`config.mk`:
```
export PLATFORM = sky130hd
export DESIGN_NAME = gcm_ctr_pair_gen
export DESIGN_NICKNAME = d
export VERILOG_FILES = /design/src/rtl/gcm_pkg.sv /design/src/rtl/gcm_pipe_reg.sv /design/src/rtl/gcm_ctr_pair_gen.sv
export SDC_FILE = /design/constraint.sdc
export NUM_CORES = 1
export LEC_CHECK = 0
export ABC_CLOCK_PERIOD_IN_PS = 5000
export CORE_ASPECT_RATIO = 0.6
export CORE_MARGIN = 2
export CORE_UTILIZATION = 30
export CTS_CLUSTER_SIZE = 28
export DETAILED_ROUTE_END_ITERATION = 8
export PLACE_DENSITY = 0.58
export SYNTH_ARGS = -nofsm -noshare
export SYNTH_HDL_FRONTEND = slang
export SYNTH_HIERARCHICAL = 1
export SYNTH_SLANG_ARGS = --single-unit
```
`constraint.sdc`:
```
create_clock -name clk -period 5 [get_ports clk]
set_clock_uncertainty 0.15 [all_clocks]
set_input_delay 0.5 -clock clk [delete_from_list [all_inputs] [get_ports clk]]
set_output_delay 0.5 -clock clk [all_outputs]
set_load 0.05 [all_outputs]
```
`src/rtl/gcm_pkg.sv`:
```
// Shared constants and types for the GCM counter-pair generator.
// Word-phase codes, FSM encoding and the registered output word layout.
package gcm_pkg;

    localparam int unsigned GCM_IV_W   = 96;
    localparam int unsigned GCM_CTR_W  = 32;
    localparam int unsigned GCM_BLK_W  = GCM_IV_W + GCM_CTR_W;
    localparam int unsigned GCM_TEXT_W = 289;
    localparam int unsigned GCM_PHS_W  = 4;

    localparam logic [GCM_PHS_W-1:0] PKT_FIRST_WORD  = 4'd1;
    localparam logic [GCM_PHS_W-1:0] PKT_SECOND_WORD = 4'd2;
    localparam logic [GCM_PHS_W-1:0] PKT_INNER_WORD  = 4'd4;

    typedef enum logic {
        IDLE,
        IN_PKT
    } ctr_fsm_e;

    typedef struct packed {
        logic [GCM_TEXT_W-1:0]  text;
        logic [GCM_PHS_W-1:0]   state;
        logic                   last;
        logic [2*GCM_BLK_W-1:0] ctr;
        logic [GCM_BLK_W-1:0]   j0;
    } gcm_out_word_t;

    function automatic logic [GCM_BLK_W-1:0] gcm_ctr_block(
        input logic [GCM_IV_W-1:0]  iv,
        input logic [GCM_CTR_W-1:0] ctr
    );
        return {iv, ctr};
    endfunction

endpackage

```
`src/rtl/gcm_pipe_reg.sv`:
```
// Single-stage valid/ready register; upstream ready is combinational from the
// held valid and downstream ready, so a full stage can still pass one word per cycle.
module gcm_pipe_reg #(
    parameter int unsigned Width = 8
) (
    input  logic             clk,
    input  logic             rst,
    input  logic             up_valid,
    input  logic [Width-1:0] up_data,
    output logic             up_ready,
    output logic             dn_valid,
    output logic [Width-1:0] dn_data,
    input  logic             dn_ready
);

    logic             valid_q;
    logic [Width-1:0] data_q;

    assign up_ready = !valid_q || dn_ready;
    assign dn_valid = valid_q;
    assign dn_data  = data_q;

    // An accepted word that produces no output still advances the stage,
    // clearing valid when the held word leaves in the same cycle.
    always_ff @(posedge clk) begin
        if (rst) begin
            valid_q <= 1'b0;
            data_q  <= '0;
        end else if (up_ready) begin
            valid_q <= up_valid;
            if (up_valid) begin
                data_q <= up_data;
            end
        end
    end

endmodule

```
`src/rtl/gcm_ctr_pair_gen.sv`:
```
// Tags each packet word with two GCM counter blocks {IV, ctr} and {IV, ctr+1}
// plus J0, tracking packet framing and flagging protocol errors.
module gcm_ctr_pair_gen
    import gcm_pkg::*;
#(
    parameter int unsigned          IV_LSB   = 160,
    parameter logic [GCM_CTR_W-1:0] CTR_INIT = 32'd2
) (
    input  logic                   clk,
    input  logic                   rst,
    input  logic [GCM_TEXT_W-1:0]  i_text,
    input  logic [GCM_PHS_W-1:0]   i_state,
    input  logic                   i_last,
    input  logic                   i_valid,
    output logic                   o_ready,
    output logic [GCM_TEXT_W-1:0]  o_text,
    output logic [GCM_PHS_W-1:0]   o_state,
    output logic                   o_last,
    output logic [2*GCM_BLK_W-1:0] o_ctr,
    output logic [GCM_BLK_W-1:0]   o_j0,
    output logic                   o_valid,
    input  logic                   i_ready,
    output logic                   o_err
);

    ctr_fsm_e               state_q, state_d;
    logic [GCM_IV_W-1:0]    iv_q, iv_d;
    logic [GCM_CTR_W-1:0]   ctr_q, ctr_d;
    logic                   err_q;

    logic                   accept;
    logic                   is_first;
    logic                   is_cont;
    logic                   emit;
    logic                   bad_word;
    logic [GCM_IV_W-1:0]    blk_iv;
    logic [GCM_CTR_W-1:0]   blk_ctr;
    logic [GCM_CTR_W-1:0]   blk_ctr_nxt;
    gcm_out_word_t          up_word;
    gcm_out_word_t          dn_word;

    assign accept   = i_valid && o_ready;
    assign is_first = (i_state == PKT_FIRST_WORD);
    assign is_cont  = (i_state == PKT_SECOND_WORD) || (i_state == PKT_INNER_WORD);

    always_ff @(posedge clk) begin
        if (rst) begin
            state_q <= IDLE;
            iv_q    <= '0;
            ctr_q   <= CTR_INIT;
            err_q   <= 1'b0;
        end else begin
            state_q <= state_d;
            iv_q    <= iv_d;
            ctr_q   <= ctr_d;
            err_q   <= err_q | bad_word;
        end
    end

    always_comb begin
        state_d = state_q;
        if (accept) begin
            unique case (state_q)
                IDLE: begin
                    if (is_first && !i_last) begin
                        state_d = IN_PKT;
                    end
                end
                IN_PKT: begin
                    // A FIRST word mid-packet restarts framing exactly as from IDLE.
                    if (is_first) begin
                        state_d = i_last ? IDLE : IN_PKT;
                    end else if (is_cont && i_last) begin
                        state_d = IDLE;
                    end
                end
                default: state_d = IDLE;
            endcase
        end
    end

    always_comb begin
        emit     = 1'b0;
        bad_word = 1'b0;
        if (accept) begin
            unique case (state_q)
                IDLE: begin
                    emit     = is_first;
                    bad_word = !is_first;
                end
                IN_PKT: begin
                    emit     = is_first || is_cont;
                    bad_word = !is_cont;
                end
                default: begin
                    emit     = 1'b0;
                    bad_word = 1'b1;
                end
            endcase
        end
    end

    // A FIRST word forms its blocks from its own IV and CTR_INIT directly, so
    // nothing waits on the latched values during a restart.
    always_comb begin
        blk_iv      = is_first ? i_text[IV_LSB +: GCM_IV_W] : iv_q;
        blk_ctr     = is_first ? CTR_INIT : ctr_q;
        blk_ctr_nxt = blk_ctr + 32'd1;
        iv_d        = (accept && is_first) ? blk_iv : iv_q;
        ctr_d       = emit ? (blk_ctr + 32'd2) : ctr_q;

        up_word.text  = i_text;
        up_word.state = i_state;
        up_word.last  = i_last;
        up_word.ctr   = {gcm_ctr_block(blk_iv, blk_ctr), gcm_ctr_block(blk_iv, blk_ctr_nxt)};
        up_word.j0    = gcm_ctr_block(blk_iv, 32'd1);
    end

    gcm_pipe_reg #(
        .Width($bits(gcm_out_word_t))
    ) u_out_reg (
        .clk      (clk),
        .rst      (rst),
        .up_valid (emit),
        .up_data  (up_word),
        .up_ready (o_ready),
        .dn_valid (o_valid),
        .dn_data  (dn_word),
        .dn_ready (i_ready)
    );

    assign o_text  = dn_word.text;
    assign o_state = dn_word.state;
    assign o_last  = dn_word.last;
    assign o_ctr   = dn_word.ctr;
    assign o_j0    = dn_word.j0;
    assign o_err   = err_q;

endmodule

```
==> results of run 1 <==
## cell usage after synthesis (3+ instances only)
cell                       instances
sky130_fd_sc_hd__nor2_1           46
sky130_fd_sc_hd__nand3_1         702
sky130_fd_sc_hd__dfxtp_1         809
sky130_fd_sc_hd__clkbuf_1        173
sky130_fd_sc_hd__a21o_1            5
sky130_fd_sc_hd__buf_4            16
sky130_fd_sc_hd__nand4_1          16
sky130_fd_sc_hd__and2_1           30
sky130_fd_sc_hd__buf_2           211
sky130_fd_sc_hd__nor4_1            9
sky130_fd_sc_hd__xnor2_1          19
sky130_fd_sc_hd__nand2b_1          6
sky130_fd_sc_hd__buf_1            35
sky130_fd_sc_hd__inv_1             9
sky130_fd_sc_hd__a21bo_1         128
sky130_fd_sc_hd__nor3_1            9
sky130_fd_sc_hd__xor2_1           27
sky130_fd_sc_hd__o21ai_0           5
sky130_fd_sc_hd__and4_1            6
sky130_fd_sc_hd__a21oi_1         786
sky130_fd_sc_hd__and3_1           10
sky130_fd_sc_hd__buf_6            16
sky130_fd_sc_hd__nand2_1         534
sky130_fd_sc_hd__or3_1             3
sky130_fd_sc_hd__a21bo_2         550
sky130_fd_sc_hd__nor4b_1           7
## worst min-delay path by stage
stage                 from  cells past startpoint  slack (ns)                endpoint
4_1_cts        i_text[285]                      3        0.17  u_out_reg/dn_data[674]
5_1_grt          i_text[8]                      3        0.19  u_out_reg/dn_data[397]
3_5_place_dp      iv_q[24]                      2        0.30                iv_q[24]
3_3_place_gp      iv_q[40]                      2        0.29                iv_q[40]
2_1_floorplan      iv_q[0]                      2        0.29                 iv_q[0]
6_report       i_text[285]                      3        0.24  u_out_reg/dn_data[674]
## cells by family after synthesis
logic type                 after synthesis  synth area share (%)
buffers and inverters                  462                  6.02
xor gates and xnor gates                47                  1.16
adders and majority gates                2                0.0691
and+or+nand+nor                       1392                  17.9
muxes                                    2                0.0553
AOI/OAI and AO/OA                     1484                  30.0
DFF                                    809                  44.7
other                                    2                0.0207
## registers in the layout (all words and copies together) (netlist names)
name / count
ctr_q: 32
iv_q: 96
o_err: 1
state_q: 1
u_out_reg/dn_data: 678
u_out_reg/dn_valid: 1
## layout make-up
class / count / area, sq um / area share (%)
Antenna cell: 4 / 10.0 / 0.0202
Clock buffer: 126 / 2540 / 5.12
Clock inverter: 29 / 299 / 0.602
Inverter: 9 / 33.8 / 0.0680
Multi-Input combinational cell: 2959 / 18000 / 36.2
Sequential cell: 809 / 16200 / 32.6
Tap cell: 1600 / 2000 / 4.03
Timing Repair Buffer: 1044 / 10600 / 21.3
## layer usage
layer | vias to the layer above | track usage (%) | share of wire, %
met5 | - | 0 | 0.019
met4 | 4 | 5.30 | 2.4
met3 | 174 | 5.36 | 6.9
met2 | 774 | 31.0 | 47
met1 | 15500 | 26.0 | 44
li1 | 16000 | - | -
## power by group
| group | total, uW | internal [uW] | switching [uW] | leakage (uW) |
|---|---|---|---|---|
| combinational | 934 | 379 | 555 | 0.00948 |
| sequential | 6520 | 6490 | 23.0 | 0.00652 |
| clock | 6560 | 3700 | 2850 | 0.00140 |
## through the flow
step / hold WS, ns / util (%)
6_report: 0.237 / 41.6
5_1_grt: 0.190 / 41.6
4_1_cts: 0.172 / 41.6
3_5_place_dp: 0.297 / 39.2
3_3_place_gp: 0.291 / 39.2
2_1_floorplan: 0.287 / -
## critical path, delay by kind of cell
kind / cells / cell delay [ns]
AO/OA/AOI/OAI: 1 / 0.06
adder cells (fa/ha/maj): 1 / 0.24
XOR/XNOR: 1 / 0.15
buffers and inverters: 2 / 0.64
AND/OR/NAND/NOR: 7 / 2.15
==> metrics, run 1 <==
Placeable Area between 100,000 and 150,000 sq um; Chip Height roughly 270 microns; number of warnings issued by yosys 6; power per standard cell area ~280 nW/um^2; final net count about 5.2k; Root Buffer Master sky130_fd_sc_hd__clkbuf_16; data arrival time of the critical path about 3.8 ns; CP Launch Type input pin; total standard cell area after synthesis ~36,000 sq um; global-route wire length before repair 190,000 microns; top_reg_cell synth sky130_fd_sc_hd__dfxtp_1; type of the tightest min-delay check in -> reg; TritonCTS clock tree done; global placer's final weighted congestion approximately 0.84; maximum root-to-sink buffer count 3; width of the chip between 400 and 500 microns; GR Overflow Total 0; Critical Path Slowest Stage Cell sky130_fd_sc_hd__or4b_2; final-report max-slew violation count 0; share of cells above drive strength 1 15.5%; Resized Gates After CTS 0; routed wire length about 130,000 microns; Cell variety after synth 54; CP startpoint i_state[2]; final worst path period share approximately two thirds; most common cell after layout, fill and taps aside sky130_fd_sc_hd__clkdlybuf4s50_1; CP Cell Sequence clkdlybuf4s50_1 -> buf_4 -> or4b_4 -> nand2b_1 -> ha_1 -> nand2_1 -> or4b_2 -> nor3_1 -> xnor2_1 -> nor2_1 -> nand3_1 -> a21oi_1; sort of element at the end of the critical path flop; max_slew headroom between 20 and 25%; Die Outline Area 124,000 sq um; number of global-route vias before repair approximately 30k; required time reported for the critical path endpoint roughly 5.4 ns; DR vias/cell just under 5; number of hold buffers added after cts 0; max-capacitance violation count 0; R2R cell count 6; peak clock frequency supported by timing ~300 MHz; unrepaired setup endpoints after global routing false; final critical delay including setup and external delays between 3 and 4 ns; setup slack at placement around 0.96 ns; reg-to-reg endpoint ctr_q[22]; first-iteration detailed-routing DRC count around 2.6k; H-tree levels 3; total number of placement rows 98; worst setup path category in -> reg; fin area 49,600 sq um; number of flops mapped to enable cells by yosys 0; maximum ir drop on the vdd rail about 0.00023 V; Initial Util between 30% and 40%; per-instance average area after synthesis 8.62 sq um; growth of design area from synthesis to finish 37.1%; maximum fanout encountered on the critical timing path 13; GRT Overall Usage 19.5%; via count approximately 32k; number of antenna violations at the first check in global routing 5; part of the Yosys area used for sequential elements between 40% and 50%; final total power between 10,000 and 15,000 uW; Hold Vio Cnt, Final 0; post-placement cell area 46,800 sq um; HPWL after detailed placement 87,400 microns; cell count after placement roughly 6.4k; final-layout fill cell count around 12k; Worst Slack Setup Final between 1.5 and 2 ns; remaining design rule violation count 0; postcts setup bufs 0; async set-or-reset flop fraction in the synthesized netlist 0%; # port buffers a little under 1k; commonest cells after routing, fill and taps aside 977 x sky130_fd_sc_hd__clkdlybuf4s50_1, 809 x sky130_fd_sc_hd__dfxtp_1, 786 x sky130_fd_sc_hd__a21oi_1; TritonRoute pass-1 iters 6; Detail Route Antenna Nets 0; pin slew with the least headroom to its limit ~1.2 ns; R2R Setup Slk 2.08 ns; static leakage power about 0.017 uW; Post-Route Setup TNS 0 ns; proportion of netlist area held by the largest area contributor ~45%; run status completed; flip-flop and latch count after synthesis 809; sinks on the clock net approximately 800; clock-pin slew on the worst setup and hold paths around 0.06 ns; post-synthesis cell count about 4.2k; TritonCTS Buffers 86; synth top area cells sky130_fd_sc_hd__dfxtp_1 45%, sky130_fd_sc_hd__a21bo_2 15%, sky130_fd_sc_hd__a21oi_1 11%, sky130_fd_sc_hd__nand3_1 9.7%, sky130_fd_sc_hd__nand2_1 5.5%; clock latency at the later pin of the worst-skew pair roughly 0.69 ns; Critical path destination u_out_reg/dn_data[148]; Critical Path Max Stage Delay 0.72 ns; largest area contributor in the synthesized netlist sky130_fd_sc_hd__dfxtp_1; number of ports placed on the die boundary roughly 980; startpoint of the worst-slack reg-to-reg timing path u_out_reg/dn_valid; Finish-stage setup viols 0; final cell count without fillers about 6.6k; pin count of the biggest net entering global routing 240; wire length per cell after detailed routing 19.5 microns
Power figures use the tool's default switching activity.
==> inputs of run 2 (changes only) <==
--- a/config.mk
+++ b/config.mk
@@ -5,13 +5,13 @@
 export SDC_FILE = /design/constraint.sdc
 export NUM_CORES = 1
 export LEC_CHECK = 0
-export ABC_CLOCK_PERIOD_IN_PS = 5000
+export ABC_CLOCK_PERIOD_IN_PS = 3000
 export CORE_ASPECT_RATIO = 0.6
 export CORE_MARGIN = 2
 export CORE_UTILIZATION = 30
 export CTS_CLUSTER_SIZE = 28
 export DETAILED_ROUTE_END_ITERATION = 8
-export PLACE_DENSITY = 0.58
+export PLACE_DENSITY = 0.6
 export SYNTH_ARGS = -nofsm -noshare
 export SYNTH_HDL_FRONTEND = slang
 export SYNTH_HIERARCHICAL = 1
==> constraint.sdc (replaced) <==
create_clock -name clk -period 3 [get_ports clk]
set_clock_uncertainty 0.15 [all_clocks]
set_input_delay 0.3 -clock clk [delete_from_list [all_inputs] [get_ports clk]]
set_output_delay 0.3 -clock clk [all_outputs]
set_load 0.05 [all_outputs]
==> metrics, run 2 (synthesized netlist as in run 1, its figures left out) <==
Critical Path Max Stage Delay around 0.7 ns; required time reported for the critical path endpoint 3.44 ns; area occupied by registers 16,200 sq um; most common cell after layout, fill and taps aside sky130_fd_sc_hd__clkdlybuf4s50_1; CP Launch Type input pin; fin area 51,200 sq um; routed wire length about 130,000 microns; maximum fanout encountered on the critical timing path 5; Detail Route Antenna Nets 0; sinks on the clock net between 800 and 900; critical path depth in cells 10; post-placement cell area roughly 48,000 sq um; Worst path top cell family by delay simple AND/OR/NAND/NOR gates; final worst path period share 92.3%; TritonCTS Buffers 84; Post-Route Setup TNS 0 ns; net load switching power between 5000 and 6000 uW; clock latency at the later pin of the worst-skew pair between 0.6 and 0.7 ns; total number of placement rows ~100; switching part of the total power 24.3%; total area of multi-input combinational cells about 18,000 sq um; Critical path destination u_out_reg/dn_data[152]; HPWL after detailed placement approximately 92,000 microns; pin slew with the least headroom to its limit around 0.9 ns; commonest cells after routing, fill and taps aside 976 x sky130_fd_sc_hd__clkdlybuf4s50_1, 809 x sky130_fd_sc_hd__dfxtp_1, 786 x sky130_fd_sc_hd__a21oi_1; wire length per cell after detailed routing approximately 19 microns; final-report max-slew violation count 0; unrepaired setup endpoints after global routing false; final net count 5,365; number of global-route vias before repair just over 30k; via count 33.4k; DR vias/cell 4.97; Initial Util between 30 and 40%; Cell Int Power ~17,000 uW; sort of element at the end of the critical path flop; pin count of the biggest net entering global routing ~150; final-layout fill cell count 11.7k; data arrival time of the critical path between 3 and 4 ns; reg-to-reg endpoint u_out_reg/dn_data[152]; R2R Setup Slk around 0.4 ns; power share of the clock group about 46%; final critical delay including setup and external delays around 2.8 ns; GRT Overall Usage between 15 and 20%; Resized Gates After CTS 0; maximum root-to-sink buffer count 3; postcts setup bufs 0; growth of design area from synthesis to finish 41.5%; most frequent cell on the critical path sky130_fd_sc_hd__nand4_1; # port buffers slightly below 1k; number of ports placed on the die boundary between 900 and 1k; maximum ir drop on the vdd rail between 0.0003 and 0.0004 V; TritonRoute pass-1 iters 5; peak clock frequency supported by timing ~360 MHz; global-route wire length before repair a little under 200,000 microns; run status completed; R2R cell count 7; startpoint of the worst-slack reg-to-reg timing path ctr_q[7]; number of antenna violations at the first check in global routing 8; width of the chip 453 microns; CP Cell Sequence clkdlybuf4s50_1 -> or4b_4 -> nand2b_4 -> ha_2 -> nand4_1 -> nor4_2 -> nand4_1 -> xnor2_1 -> nand3_1 -> a21oi_1; Chip Height ~270 microns; number of cells traversed by the worst hold path 3; first-iteration detailed-routing DRC count ~2.6k; sum of buffers and inverters on the critical path 1; max-capacitance violation count 0; Finish-stage setup viols 0; global placer's final weighted congestion roughly 0.88; CP startpoint i_state[2]; power per standard cell area 451 nW/um^2; number of hold buffers added after cts 57; Hold Vio Cnt, Final 0; static leakage power around 0.018 uW; part of the total power dissipated in sequential elements 47.1%; Placeable Area between 100,000 and 150,000 sq um; share of cells above drive strength 1 ~17%; remaining design rule violation count 0; TritonCTS clock tree done; worst setup path category in -> reg; Critical Path Slowest Stage Cell sky130_fd_sc_hd__nor4_2; Largest register FFs 678; clock-pin slew on the worst setup and hold paths 0.06 ns; Root Buffer Master sky130_fd_sc_hd__clkbuf_16; GR Overflow Total 0; Combinational Power Share 7.3%; max_slew headroom roughly two fifths; H-tree levels 3; Die Outline Area ~120,000 sq um; type of the tightest min-delay check in -> reg
run 2: changes by cell type in the layout (fill, tap and decap cells not counted), sizes merged:
cell	before	now
clkbuf	126	117
dlygate4sd3	0	57
clkinv	18	15
buf	67	169
clkdlybuf4s50	977	976
bufinv	3	4
diode	4	2
inv	14	16
clkinvlp	3	1
run 2: final cells by class:
type                            instances  area share (%)
Multi-Input combinational cell       2959            35.2
Sequential cell                       809            31.6
Timing Repair Buffer                 1202            24.0
Clock buffer                          117            4.66
Tap cell                             1600            3.91
Clock inverter                         27           0.608
Inverter                                9          0.0660
Antenna cell                            2         0.00977
run 2: through the flow:
stage | total power, uW | cells | utilization, % | setup slack [ns] | hold WS, ns
floorplan | 11900 | 4230 | - | 0.00356 | 0.286
global route | 23900 | 6724 | 42.9 | 0.0873 | 0.0159
CTS | 23400 | 6723 | 42.9 | 0.152 | 0.000297
finish | 23100 | 6725 | 42.9 | 0.231 | 0.0636
global placement | 12700 | 6522 | 40.2 | -0.338 | 0.291
detailed placement | 12700 | 6522 | 40.2 | -0.338 | 0.297
run 2: routing by layer:
layer  vias to the layer above  track usage (%)  wire length, microns
met4                        10             6.46                  4120
met2                       947             31.3                 59800
li1                      16400                -                     -
met5                         -                0                    73
met1                     15900             26.5                 57800
met3                       221             5.14                  8950
run 2: worst min-delay path by stage:
stage / slack, ns / start / to
after global routing: 0.02 / i_text[96] / u_out_reg/dn_data[485]
after detailed placement: 0.30 / iv_q[69] / iv_q[69]
after floorplan: 0.29 / i_text[160] / iv_q[0]
final: 0.06 / i_text[21] / u_out_reg/dn_data[410]
after global placement: 0.29 / iv_q[69] / iv_q[69]
after CTS: 0.0003 / i_text[158] / u_out_reg/dn_data[547]
run 2: power by group through the flow:
stage	clock network [uW]	logic, uW	registers, uW
3_5_place_dp	0	1620	11100
3_3_place_gp	0	1610	11100
5_1_grt	11300	1780	10900
4_1_cts	10900	1680	10900
2_1_floorplan	0	531	11300
6_report	10500	1680	10900
run 2: tightest hold or removal path: stages:
cell and delay (ns):
sky130_fd_sc_hd__clkdlybuf4s50_1 0.40, sky130_fd_sc_hd__nand3_1 0.08, sky130_fd_sc_hd__a21oi_1 0.05
